File: src/rtl/fetch_queue.sv
// Fetch queue: buffers tagged fetch bundles in a circular store
// and presents the oldest entries to decode each cycle.
module fetch_queue #(
    parameter int FETCH_WIDTH = 2,
    parameter int ISSUE_WIDTH = 2,
    parameter int DEPTH       = 8
) (
    input  logic                             clk,
    input  logic                             reset,
    input  logic                             flush,
    input  logic                             in_valid,
    output logic                             in_ready,
    input  logic [31:0]                      in_pc,
    input  logic [$clog2(FETCH_WIDTH+1)-1:0] in_num,
    input  logic [32*FETCH_WIDTH-1:0]        in_instr,
    input  logic                             in_tlb_refill,
    input  logic                             in_tlb_invalid,
    input  logic                             in_tlb_modified,
    output logic [ISSUE_WIDTH-1:0]           out_valid,
    output logic [32*ISSUE_WIDTH-1:0]        out_pc,
    output logic [32*ISSUE_WIDTH-1:0]        out_pcplus4,
    output logic [32*ISSUE_WIDTH-1:0]        out_instr,
    output logic [4*ISSUE_WIDTH-1:0]         out_exc,
    input  logic [$clog2(ISSUE_WIDTH+1)-1:0] out_accept,
    output logic [$clog2(DEPTH+1)-1:0]       count
);

    localparam int CW = $clog2(DEPTH+1);
    localparam int PW = $clog2(DEPTH);
    localparam logic [CW-1:0] FULL_TH = CW'(DEPTH - FETCH_WIDTH);
    localparam logic [CW-1:0] FW_C    = CW'(FETCH_WIDTH);
    localparam logic [CW-1:0] IW_C    = CW'(ISSUE_WIDTH);

    // pcplus4 is always pc + 4, so it is derived on read
    logic [31:0]   r_pc    [DEPTH];
    logic [31:0]   r_instr [DEPTH];
    logic [3:0]    r_exc   [DEPTH];
    logic [PW-1:0] r_head;
    logic [PW-1:0] r_tail;
    logic [CW-1:0] r_count;

    logic          w_fault;
    logic          w_push;
    logic [3:0]    w_exc;
    logic [CW-1:0] w_num;
    logic [CW-1:0] w_npush;
    logic [CW-1:0] w_avail;
    logic [CW-1:0] w_acc;
    logic [CW-1:0] w_npop;
    logic [PW-1:0] w_idx;

    assign w_fault  = (|in_pc[1:0]) | in_tlb_refill
                    | in_tlb_invalid | in_tlb_modified;
    assign w_exc    = {in_tlb_modified, in_tlb_refill,
                       in_tlb_invalid, |in_pc[1:0]};
    assign in_ready = (r_count <= FULL_TH);
    assign w_push   = in_valid & in_ready & ~flush;
    assign w_num    = (CW'(in_num) > FW_C) ? FW_C : CW'(in_num);
    assign w_npush  = !w_push ? '0 : (w_fault ? CW'(1) : w_num);
    assign w_avail  = (r_count > IW_C) ? IW_C : r_count;
    assign w_acc    = CW'(out_accept);
    assign w_npop   = (w_acc > w_avail) ? w_avail : w_acc;
    assign count    = r_count;

    // Write accepted slots at the tail; a faulting bundle yields one entry
    always_ff @(posedge clk) begin
        for (int i = 0; i < FETCH_WIDTH; i++) begin
            if (CW'(i) < w_npush) begin
                r_pc[r_tail + PW'(i)]    <= in_pc + 32'(4 * i);
                r_instr[r_tail + PW'(i)] <= w_fault ? 32'd0
                                          : in_instr[32*i +: 32];
                r_exc[r_tail + PW'(i)]   <= w_fault ? w_exc : 4'd0;
            end
        end
    end

    // Pointer and occupancy update; reset and flush empty the queue
    always_ff @(posedge clk) begin
        if (reset || flush) begin
            r_head  <= '0;
            r_tail  <= '0;
            r_count <= '0;
        end else begin
            r_head  <= r_head + PW'(w_npop);
            r_tail  <= r_tail + PW'(w_npush);
            r_count <= r_count + w_npush - w_npop;
        end
    end

    // Present the oldest entries; invalid slots read as zero
    always_comb begin
        out_valid   = '0;
        out_pc      = '0;
        out_pcplus4 = '0;
        out_instr   = '0;
        out_exc     = '0;
        w_idx       = '0;
        for (int k = 0; k < ISSUE_WIDTH; k++) begin
            w_idx = r_head + PW'(k);
            if (r_count > CW'(k)) begin
                out_valid[k]          = 1'b1;
                out_pc[32*k +: 32]      = r_pc[w_idx];
                out_pcplus4[32*k +: 32] = r_pc[w_idx] + 32'd4;
                out_instr[32*k +: 32]   = r_instr[w_idx];
                out_exc[4*k +: 4]       = r_exc[w_idx];
            end
        end
    end

endmodule

File: config.mk
export PLATFORM = sky130hd
export DESIGN_NAME = fetch_queue
export DESIGN_NICKNAME = d
export VERILOG_FILES = /design/src/rtl/fetch_queue.sv
export SDC_FILE = /design/constraint.sdc
export NUM_CORES = 1
export LEC_CHECK = 0
export CORE_AREA = 2 2 245 247
export DETAILED_ROUTE_END_ITERATION = 10
export DIE_AREA = 0 0 247 249
export DONT_BUFFER_PORTS = 1
export PLACE_DENSITY = 0.77
export SYNTH_ARGS = -nofsm -noshare
export SYNTH_HDL_FRONTEND = slang
export SYNTH_SLANG_ARGS = --single-unit
export TNS_END_PERCENT = 1
File: constraint.sdc
create_clock -name clk -period 8.5 [get_ports clk]
set_input_delay 0.85 -clock clk [delete_from_list [all_inputs] [get_ports clk]]
set_output_delay 0.85 -clock clk [all_outputs]
set_load 0.02 [all_outputs]
==> results by group <==
STA
  • RSZ-0062 raised after global routing: no
  • Fmax: 0.144 GHz
  • Slew @ Worst Pin: 1260 ps
  • Slew Limit Fails: 0
  • Hold Vio Cnt, Final: 0
  • TNS Setup: 0 ps
  • Slew headroom: 0.162
  • Final setup viols: 0
  • Final Cycle Share: 0.815
  • Minimum clock period: 6930 ps
  • Clock Skew: 9.96 ps

GRT
  • Wire length of the first global-routing pass: 164000 um
  • Total Routing Usage GR: 0.358
  • GR peak layer: met2
  • GR Util met3: 0.104
  • Antenna violations before repair: 1
  • M2 GR Usage: 0.567
  • Vias in the first global route: 26100
  • Largest net degree at the start of global routing: 161
  • Met1 usage: 0.453
  • Total gr overflow: 0

Setup path
  • RR Startpoint: count[3]
  • Setup crit start kind: register
  • Worst Path Arrival: 6080 ps
  • Critical path's slowest cell: ha_4
  • Worst Setup SP: r_head[1]
  • Setup Crit Path Kind: register to output pin
  • CP Capture Type: output pin
  • CP peak stage delay: 970 ps
  • CP delay by family, top: simple AND/OR/NAND/NOR gates
  • CP Max Fanout: 59
  • CP cell instances: ha_4 -> buf_4 -> mux4_2 -> nand2_1 -> o22ai_1 -> and3b_1 -> nand3_1 -> o31a_1 -> nor3_1
  • Worst path buffer plus inverter count: 1
  • CP Data Required Time: 7650 ps

Clock network
  • H-tree depth: 2
  • Clock Sinks: 554
  • Post-CTS Setup Bufs: 0
  • Post-CTS Hold Fix Bufs: 0
  • Clk slew on worst S/H paths: 70 ps
  • Root Driver: clkbuf_16
  • Clock Latency Late Sink: 630 ps
  • Max clock buf depth: 3
  • Number of clock buffers inserted by TritonCTS: 58
  • CTS tree: yes
  • Post_cts resized: 0

Drt
  • DR vias: 26300
  • Vias per cell: 6.97
  • 1st-iter DRT viols: 3932
  • Drt pass-1 iters: 6
  • Antenna Nets Post-Route: 0
  • WL/cell: 29.5 um
  • Routed WL: 111000 um
  • Remaining DRCs: 0

Placed design
  • Placer Congestion: 0.909
  • Post-DP HPWL: 66100 um
  • IO buf count: 0

Logic synthesis
  • Cell count after synthesis: 3174
  • Sequential area share after synthesis: 0.473
  • Synth Register Bits: 554
  • Top FF cell, synth: edfxtp_1
  • Avg Inst Size Synth: 11.0 sq um
  • Yosys warnings: 0
  • Async SR Flop Fraction: 0
  • Post-synthesis cell type count: 57
  • Cell area after synthesis: 35000 sq um
  • Syn nets: 3300
  • Post-synth EDFFs: 544

Min path
  • Min-delay src: in_pc[1]
  • Hold/Removal Path Class: input pin to register

Pwr
  • Cell area power density: 271 nW/um^2
  • IR drop worst, VDD: 0.309 mV
  • Leakage: 12.3 nW
  • Total Power: 10.0 mW

Floorplan
  • Num ports: 314
  • Starting Density: 0.596
  • Die extent in x: 247 um
  • Die Span Y: 249 um
  • Core Region: 58700 sq um
  • Cell Rows: 89
  • Die area: 61500 sq um

Job
  • Max-cap violation count: 0

Cells and area
  • Layout Nets: 3084
  • Layout cells sized above 1: 0.150
  • P&R area growth vs syn: 5.65%

Status
  • Run status: complete, no violations
power by group:
part           switching, mW  total, mW  internal [mW]
logic                   2.90       4.23           1.33
clock network           1.10       2.63           1.53
registers              0.101       3.14           3.04
total                   4.10       10.0           5.90
metrics by stage:
step,cells,utilization,area [sq um],hold slack [ps],worst slack (ps)
6_report,3776,0.630,37000,312,1570
5_1_grt,3775,0.630,37000,290,1140
4_1_cts,3774,0.630,36900,293,1560
3_5_place_dp,3671,0.597,35000,711,2230
3_3_place_gp,3671,0.597,35000,712,2350
2_1_floorplan,3174,-,35000,581,871
worst register-to-register path: stages (launching register included):
cell      delay, ps
dfxtp_1         520
inv_1           140
ha_1            200
nand2b_1        720
clkinv_2       1040
ha_1            640
nor2b_1         120
o21ai_0         150
or3_1           360
a21oi_1         290
fa_1            520
ha_1            300
a21o_1          180
a21oi_1         170
xnor2_1         130
nor2_1           50
worst paths after layout:
kind / cells after the start / end / slack (ps)
worst max register to register: 15 / count[3] / 2860
worst min register to register: 2 / r_tail[2] / 770
worst max-delay path: 9 / out_pcplus4[61] / 1570
worst min-delay path: 0 / r_pc[0][1] / 310
cell type report:
| cell class | count | area [sq um] |
|---|---|---|
| fillers | 4318 | 21700 |
| flip-flops and latches | 554 | 16500 |
| inverters | 24 | 91.3 |
| clock buffers | 70 | 1520 |
| diodes | 2 | 5.00 |
| well taps | 773 | 967 |
| multi-input cells | 2264 | 17000 |
| clock inverters | 33 | 387 |
| repair buffers | 56 | 433 |
layer usage:
metal | part of all wire | wire [um]
met1 | 0.33 | 36900
met2 | 0.47 | 52400
met3 | 0.14 | 16000
met4 | 0.055 | 6110
met5 | 0 | 0
flip-flops by register name (all words and copies together), names as in the netlist:
| name | count |
|---|---|
| r_exc | 32 |
| count | 4 |
| r_instr | 256 |
| r_tail | 3 |
| r_head | 3 |
| r_pc | 256 |
layout by cell type, fill, tap and decap left out, types with 5 or more instances in the layout:
master,n
nor4_1,14
xnor2_1,141
nor3_1,24
and2_1,13
mux2_2,10
nand2_1,783
nand2b_1,7
mux4_2,257
nand3b_1,14
edfxtp_1,544
mux2i_1,132
nor3_2,7
clkinv_2,11
bufinv_16,9
inv_1,21
nor2_4,5
buf_4,55
ha_1,14
nor2_1,276
dfxtp_1,7
nand3_1,25
nor3b_1,9
xor2_1,134
a21oi_1,302
o21ai_4,6
and3_1,11
clkinv_1,11
nand4_1,10
clkbuf_1,11
clkbuf_16,59
o21ai_0,10
kinds of logic after synthesis:
| group | Yosys count | share of synthesized area |
|---|---|---|
| mux | 401 | 0.207 |
| fa+ha+maj | 19 | 0.00766 |
| xor+xnor | 277 | 0.0701 |
| buf+inv | 356 | 0.0476 |
| compound gates | 342 | 0.0510 |
| simple gates | 1225 | 0.144 |
| flops | 554 | 0.473 |
cell usage after synthesis, types with 11 or more instances:
cell      instances  area [sq um]
a21oi_1         302          1510
and2_1           13          81.3
and3_1           11          68.8
buf_1            76           285
buf_2            56           280
buf_4            46           345
clkbuf_1        141           529
edfxtp_1        544         16300
ha_1             15           188
inv_1            22          82.6
mux2i_1         132          1320
mux4_2          257          5790
nand2_1         787          2950
nand3_1          29           145
nand3b_1         14           105
nor2_1          281          1050
nor3_1           28           140
nor4_1           14          87.6
o21ai_0          16          80.1
xnor2_1         141          1230
xor2_1          134          1170
No activity file was read; power rests on OpenSTA's default activity.
